File: src/rtl/control_sequencer.sv
// Instruction-cycle sequencer: IDLE -> FETCH -> EXEC (per-opcode length) -> FETCH,
// with a single-cycle IRQ acknowledge state taken only from an unstalled FETCH.
module control_sequencer #(
  parameter int OP_W   = 4,
  parameter int STEP_W = 2,
  parameter logic [STEP_W*(2**OP_W)-1:0] LEN_TABLE = 32'hAAAA_5555
) (
  input  logic              i_clk,
  input  logic              i_rst,
  input  logic [OP_W-1:0]   i_opcode,
  input  logic              i_stall,
  input  logic              i_irq,
  output logic [1:0]        o_state,
  output logic [STEP_W-1:0] o_step,
  output logic [OP_W-1:0]   o_opcode,
  output logic              o_fetch,
  output logic              o_exec,
  output logic              o_done,
  output logic              o_irq_ack
);

  typedef enum logic [1:0] {
    ST_IDLE  = 2'b00,
    ST_FETCH = 2'b01,
    ST_EXEC  = 2'b10,
    ST_IRQ   = 2'b11
  } state_t;

  localparam logic [STEP_W-1:0] STEP_ZERO = {STEP_W{1'b0}};
  localparam logic [STEP_W-1:0] STEP_ONE  = {{(STEP_W-1){1'b0}}, 1'b1};

  state_t            state_r, state_s;
  logic [STEP_W-1:0] step_r, step_s;
  logic [OP_W-1:0]   opcode_r, opcode_s;
  logic [STEP_W-1:0] exec_last_s;
  logic              last_step_s;

  function automatic logic [STEP_W-1:0] len_of(input logic [OP_W-1:0] op);
    len_of = LEN_TABLE[op*STEP_W +: STEP_W];
  endfunction

  // EXEC is only entered with a nonzero length, so L-1 never underflows there
  assign exec_last_s = len_of(opcode_r) - STEP_ONE;
  assign last_step_s = (step_r == exec_last_s);

  // Next-state, step/opcode update and strobe decode
  always_comb begin
    state_s   = state_r;
    step_s    = step_r;
    opcode_s  = opcode_r;
    o_fetch   = 1'b0;
    o_exec    = 1'b0;
    o_done    = 1'b0;
    o_irq_ack = 1'b0;
    case (state_r)
      ST_IDLE: begin
        state_s = ST_FETCH;
      end
      ST_FETCH: begin
        if (i_stall) begin
          state_s = ST_FETCH;
        end else if (i_irq) begin
          state_s = ST_IRQ;
        end else begin
          o_fetch  = 1'b1;
          opcode_s = i_opcode;
          step_s   = STEP_ZERO;
          if (len_of(i_opcode) == STEP_ZERO) begin
            state_s = ST_FETCH;
          end else begin
            state_s = ST_EXEC;
          end
        end
      end
      ST_EXEC: begin
        o_exec = 1'b1;
        if (i_stall) begin
          state_s = ST_EXEC;
        end else if (last_step_s) begin
          o_done  = 1'b1;
          state_s = ST_FETCH;
          step_s  = STEP_ZERO;
        end else begin
          step_s = step_r + STEP_ONE;
        end
      end
      ST_IRQ: begin
        o_irq_ack = 1'b1;
        state_s   = ST_FETCH;
      end
      default: begin
        state_s = ST_IDLE;
        step_s  = STEP_ZERO;
      end
    endcase
  end

  // State, step and latched-opcode registers
  always_ff @(posedge i_clk or negedge i_rst) begin
    if (!i_rst) begin
      state_r  <= ST_IDLE;
      step_r   <= STEP_ZERO;
      opcode_r <= {OP_W{1'b0}};
    end else begin
      state_r  <= state_s;
      step_r   <= step_s;
      opcode_r <= opcode_s;
    end
  end

  assign o_state  = state_r;
  assign o_step   = step_r;
  assign o_opcode = opcode_r;

endmodule
File: config.mk
export PLATFORM = sky130hd
export DESIGN_NAME = control_sequencer
export DESIGN_NICKNAME = d
export VERILOG_FILES = /design/src/rtl/control_sequencer.sv
export SDC_FILE = /design/constraint.sdc
export NUM_CORES = 1
export LEC_CHECK = 0
export BUFFER_PORTS_ARGS = -buffer_cell sky130_fd_sc_hd__buf_4
export CORE_ASPECT_RATIO = 1.1
export CORE_MARGIN = 1
export CORE_UTILIZATION = 30
export DETAILED_ROUTE_END_ITERATION = 12
export PLACE_DENSITY = 0.55
export SETUP_SLACK_MARGIN = 0.3
export SLEW_MARGIN = 20
export SYNTH_ARGS = -nofsm -noshare
export SYNTH_HDL_FRONTEND = slang
export SYNTH_SLANG_ARGS = --single-unit
File: constraint.sdc
create_clock -name i_clk -period 2.1 [get_ports i_clk]
set_clock_uncertainty 0.1 [all_clocks]
set_input_delay 0.105 -clock i_clk [delete_from_list [all_inputs] [get_ports i_clk]]
set_output_delay 0.105 -clock i_clk [all_outputs]
set_load 0.005 [all_outputs]
==> results_dict.tcl <==
set metrics [dict create \
    crit_required_ns 1.89 \
    powerDensity_nw_per_um2 1290 \
    drt_wl_total_um 1100 \
    max-vdd-ir-drop_mv 0.611 \
    via_per_inst 4.88 \
    hold_viol 0 \
    layout-drive-gt1-share_pct 47.1 \
    r2r_slack_ns 0.44 \
    detail_route.first_pass.iterations 2 \
    worstPathCellList "xor2_1, or2_2, nor2_1, buf_4" \
    yosysWarnings 0 \
    cts_buffers 3 \
    rsz0062_at_grt "no" \
    dieHeight_um 43.3 \
    grt.overflow.total 0 \
    syn_inst 42 \
    synth.cell_area_um2 465 \
    cts.sinks 8 \
    hpwlAfterDp_um 815 \
    synth-edff-count 0 \
    grt_first_pass_wirelength_um 1860 \
    drt-initial-drc-count 6 \
    io-pin-count 20 \
    rr_endpoint "o_opcode[3]" \
    grt_pass1_vias 421 \
    cts_tree "built" \
    post-route-min-period_ns 1.68 \
    r2r_cells 5 \
    tns_ns 0 \
    cp.arrival_ns 1.48 \
    synthFlopType "dfrtp_1" \
    setup_viol 0 \
    path_class "reg2out" \
    p_leak_uw 0.000344 \
    max-clock-path-buffers 2 \
    start_kind "register" \
    crit_path_top_delay_cell "dfrtp_1" \
    synth_area_per_cell_um2 11.1 \
    htreeDepth 1 \
    slew_viol_final 0 \
    synthDistinctLibCells 22 \
    end_kind "output port" \
    syn_nets 53 \
    setup_slack_ns 0.419 \
    n_antenna_cell 0 \
    worstHoldPathType "in2async" \
    cpPeakStageDelay_ns 0.44 \
    worstSkewPairLatency_ns 0.24 \
    worst_pin_slew_ns 0.306 \
    fin_total_pwr_uw 923 \
    core_um2 1400 \
    die_area_um2 1710 \
    ys_async_sr_fraction_pct 100 \
    path_clk_slew_ns 0.05 \
    wl_per_cell_um 12.7 \
    grt.total_usage_pct 16.0 \
    status "finished clean" \
    maxSlewHeadroom_pct 79.4 \
    grt_max_degree 9 \
    finalNetCount 83 \
    max-cap-violations 0 \
    place.gp.congestion 0.631 \
    die_w_um 39.6 \
    io_buffers 19 \
    synth-seq-cells 8 \
    area_delta_synth_final_pct 53.2 \
    post-route-period-util_pct 80.1 \
    vias 420 \
    crit_path_max_fanout 6 \
    fmax_ghz 0.595 \
    post-place-ws_ns 0.334 \
    root_buffer "clkbuf_4" \
    reg2reg_from "o_state[1]" \
    antenna_found_initial 0 \
    initial_core_util_pct 33.2 \
    drc 0 \
    rows 14 \
    ant_nets 0 \
    seq_area_frac_synth_pct 43.0 \
]
[registers in the layout (all words and copies together), names as in the netlist]
name,flops
o_step,2
o_opcode,4
o_state,2
[metrics by stage]
| step | util [%] | hold slack, ns | instance area, um^2 | cells |
|---|---|---|---|---|
| CTS | 49.6 | 0.0961 | 696 | 84 |
| global route | 50.9 | 0.123 | 713 | 86 |
| floorplan | - | -0.291 | 465 | 42 |
| detailed placement | 44.5 | -0.172 | 623 | 76 |
| finish | 50.9 | 0.111 | 713 | 86 |
| global placement | 44.5 | -0.171 | 623 | 76 |
[how the worst max path moves through the flow]
stage                from         end  slack [ns]  depth (start not counted)
2_1_floorplan  o_state[1]  o_state[0]        0.49                          5
3_3_place_gp   o_state[1]  o_state[0]        0.40                          5
3_5_place_dp   o_state[1]  o_state[0]        0.33                          5
4_1_cts        o_state[1]     o_fetch        0.32                          4
5_1_grt         o_step[0]      o_done        0.32                          4
6_report        o_step[0]      o_done        0.42                          4
[power breakdown]
| group | total, uW | switching [uW] | internal [uW] | leakage [uW] |
|---|---|---|---|---|
| sequential | 313 | 83.8 | 229 | 0.0000987 |
| combinational | 500 | 209 | 291 | 0.000231 |
| clock | 110 | 45.3 | 64.9 | 0.0000138 |
[final cells by class]
| class | count | area, um^2 |
|---|---|---|
| clock buffer | 3 | 22.5 |
| multi-input combinational | 31 | 255 |
| inverter | 2 | 7.51 |
| timing repair buffer | 26 | 208 |
| sequential | 8 | 200 |
| tap | 16 | 20.0 |
| fill | 143 | 688 |
[placed cells by master, fill, tap and decap left out, types with 2 or more instances in the layout]
cell type and n:
mux2_2 4, o21ai_0 4, nor2b_1 2, inv_1 2, nor3b_1 2, dlygate4sd3_1 5
buf_4 21, dfrtp_1 8, nor2_1 3, clkbuf_4 3, ha_1 2
[routing by layer]
metal	GRT usage [%]	routed length [um]
met1	20.0	486
met2	26.2	534
met3	1.57	64
met4	8.28	10
met5	0	0
[worst max-delay path, delay by kind of cell, from the launching register on]
family,cells,cell delay [ns]
AND/OR/NAND/NOR,2,0.47
flip-flops,1,0.44
XOR/XNOR,1,0.21
buffers and inverters,1,0.12
[kinds of logic (layout without fill, tap and decap cells)]
family,count (synthesis),in the layout,synth area share (%)
AND/OR/NAND/NOR,14,14,21.8
buffers and inverters,3,31,2.69
adder cells (fa/ha/maj),3,3,8.07
flip-flops,8,8,43.0
AO/OA/AOI/OAI,9,9,12.9
XOR/XNOR,1,1,1.88
multiplexers,4,4,9.68
[cell usage after synthesis, drive strengths merged (2+ instances only)]
master / count / area share, %
inv: 2 / 1.6
o21ai: 4 / 4.3
nor2: 3 / 2.4
dfrtp: 8 / 43
nor3b: 4 / 9.9
ha: 3 / 8.1
mux2: 4 / 9.7
nor2b: 2 / 2.7
[timing repair]
item | CTS | global route
setup buffers | 0 | 2
hold endpoints to repair | 12 | 0
hold buffers | 5 | 0
endpoints found under the setup margin | 0 | 6
resized for setup | 0 | 1
No activity file was read; power rests on OpenSTA's default activity.
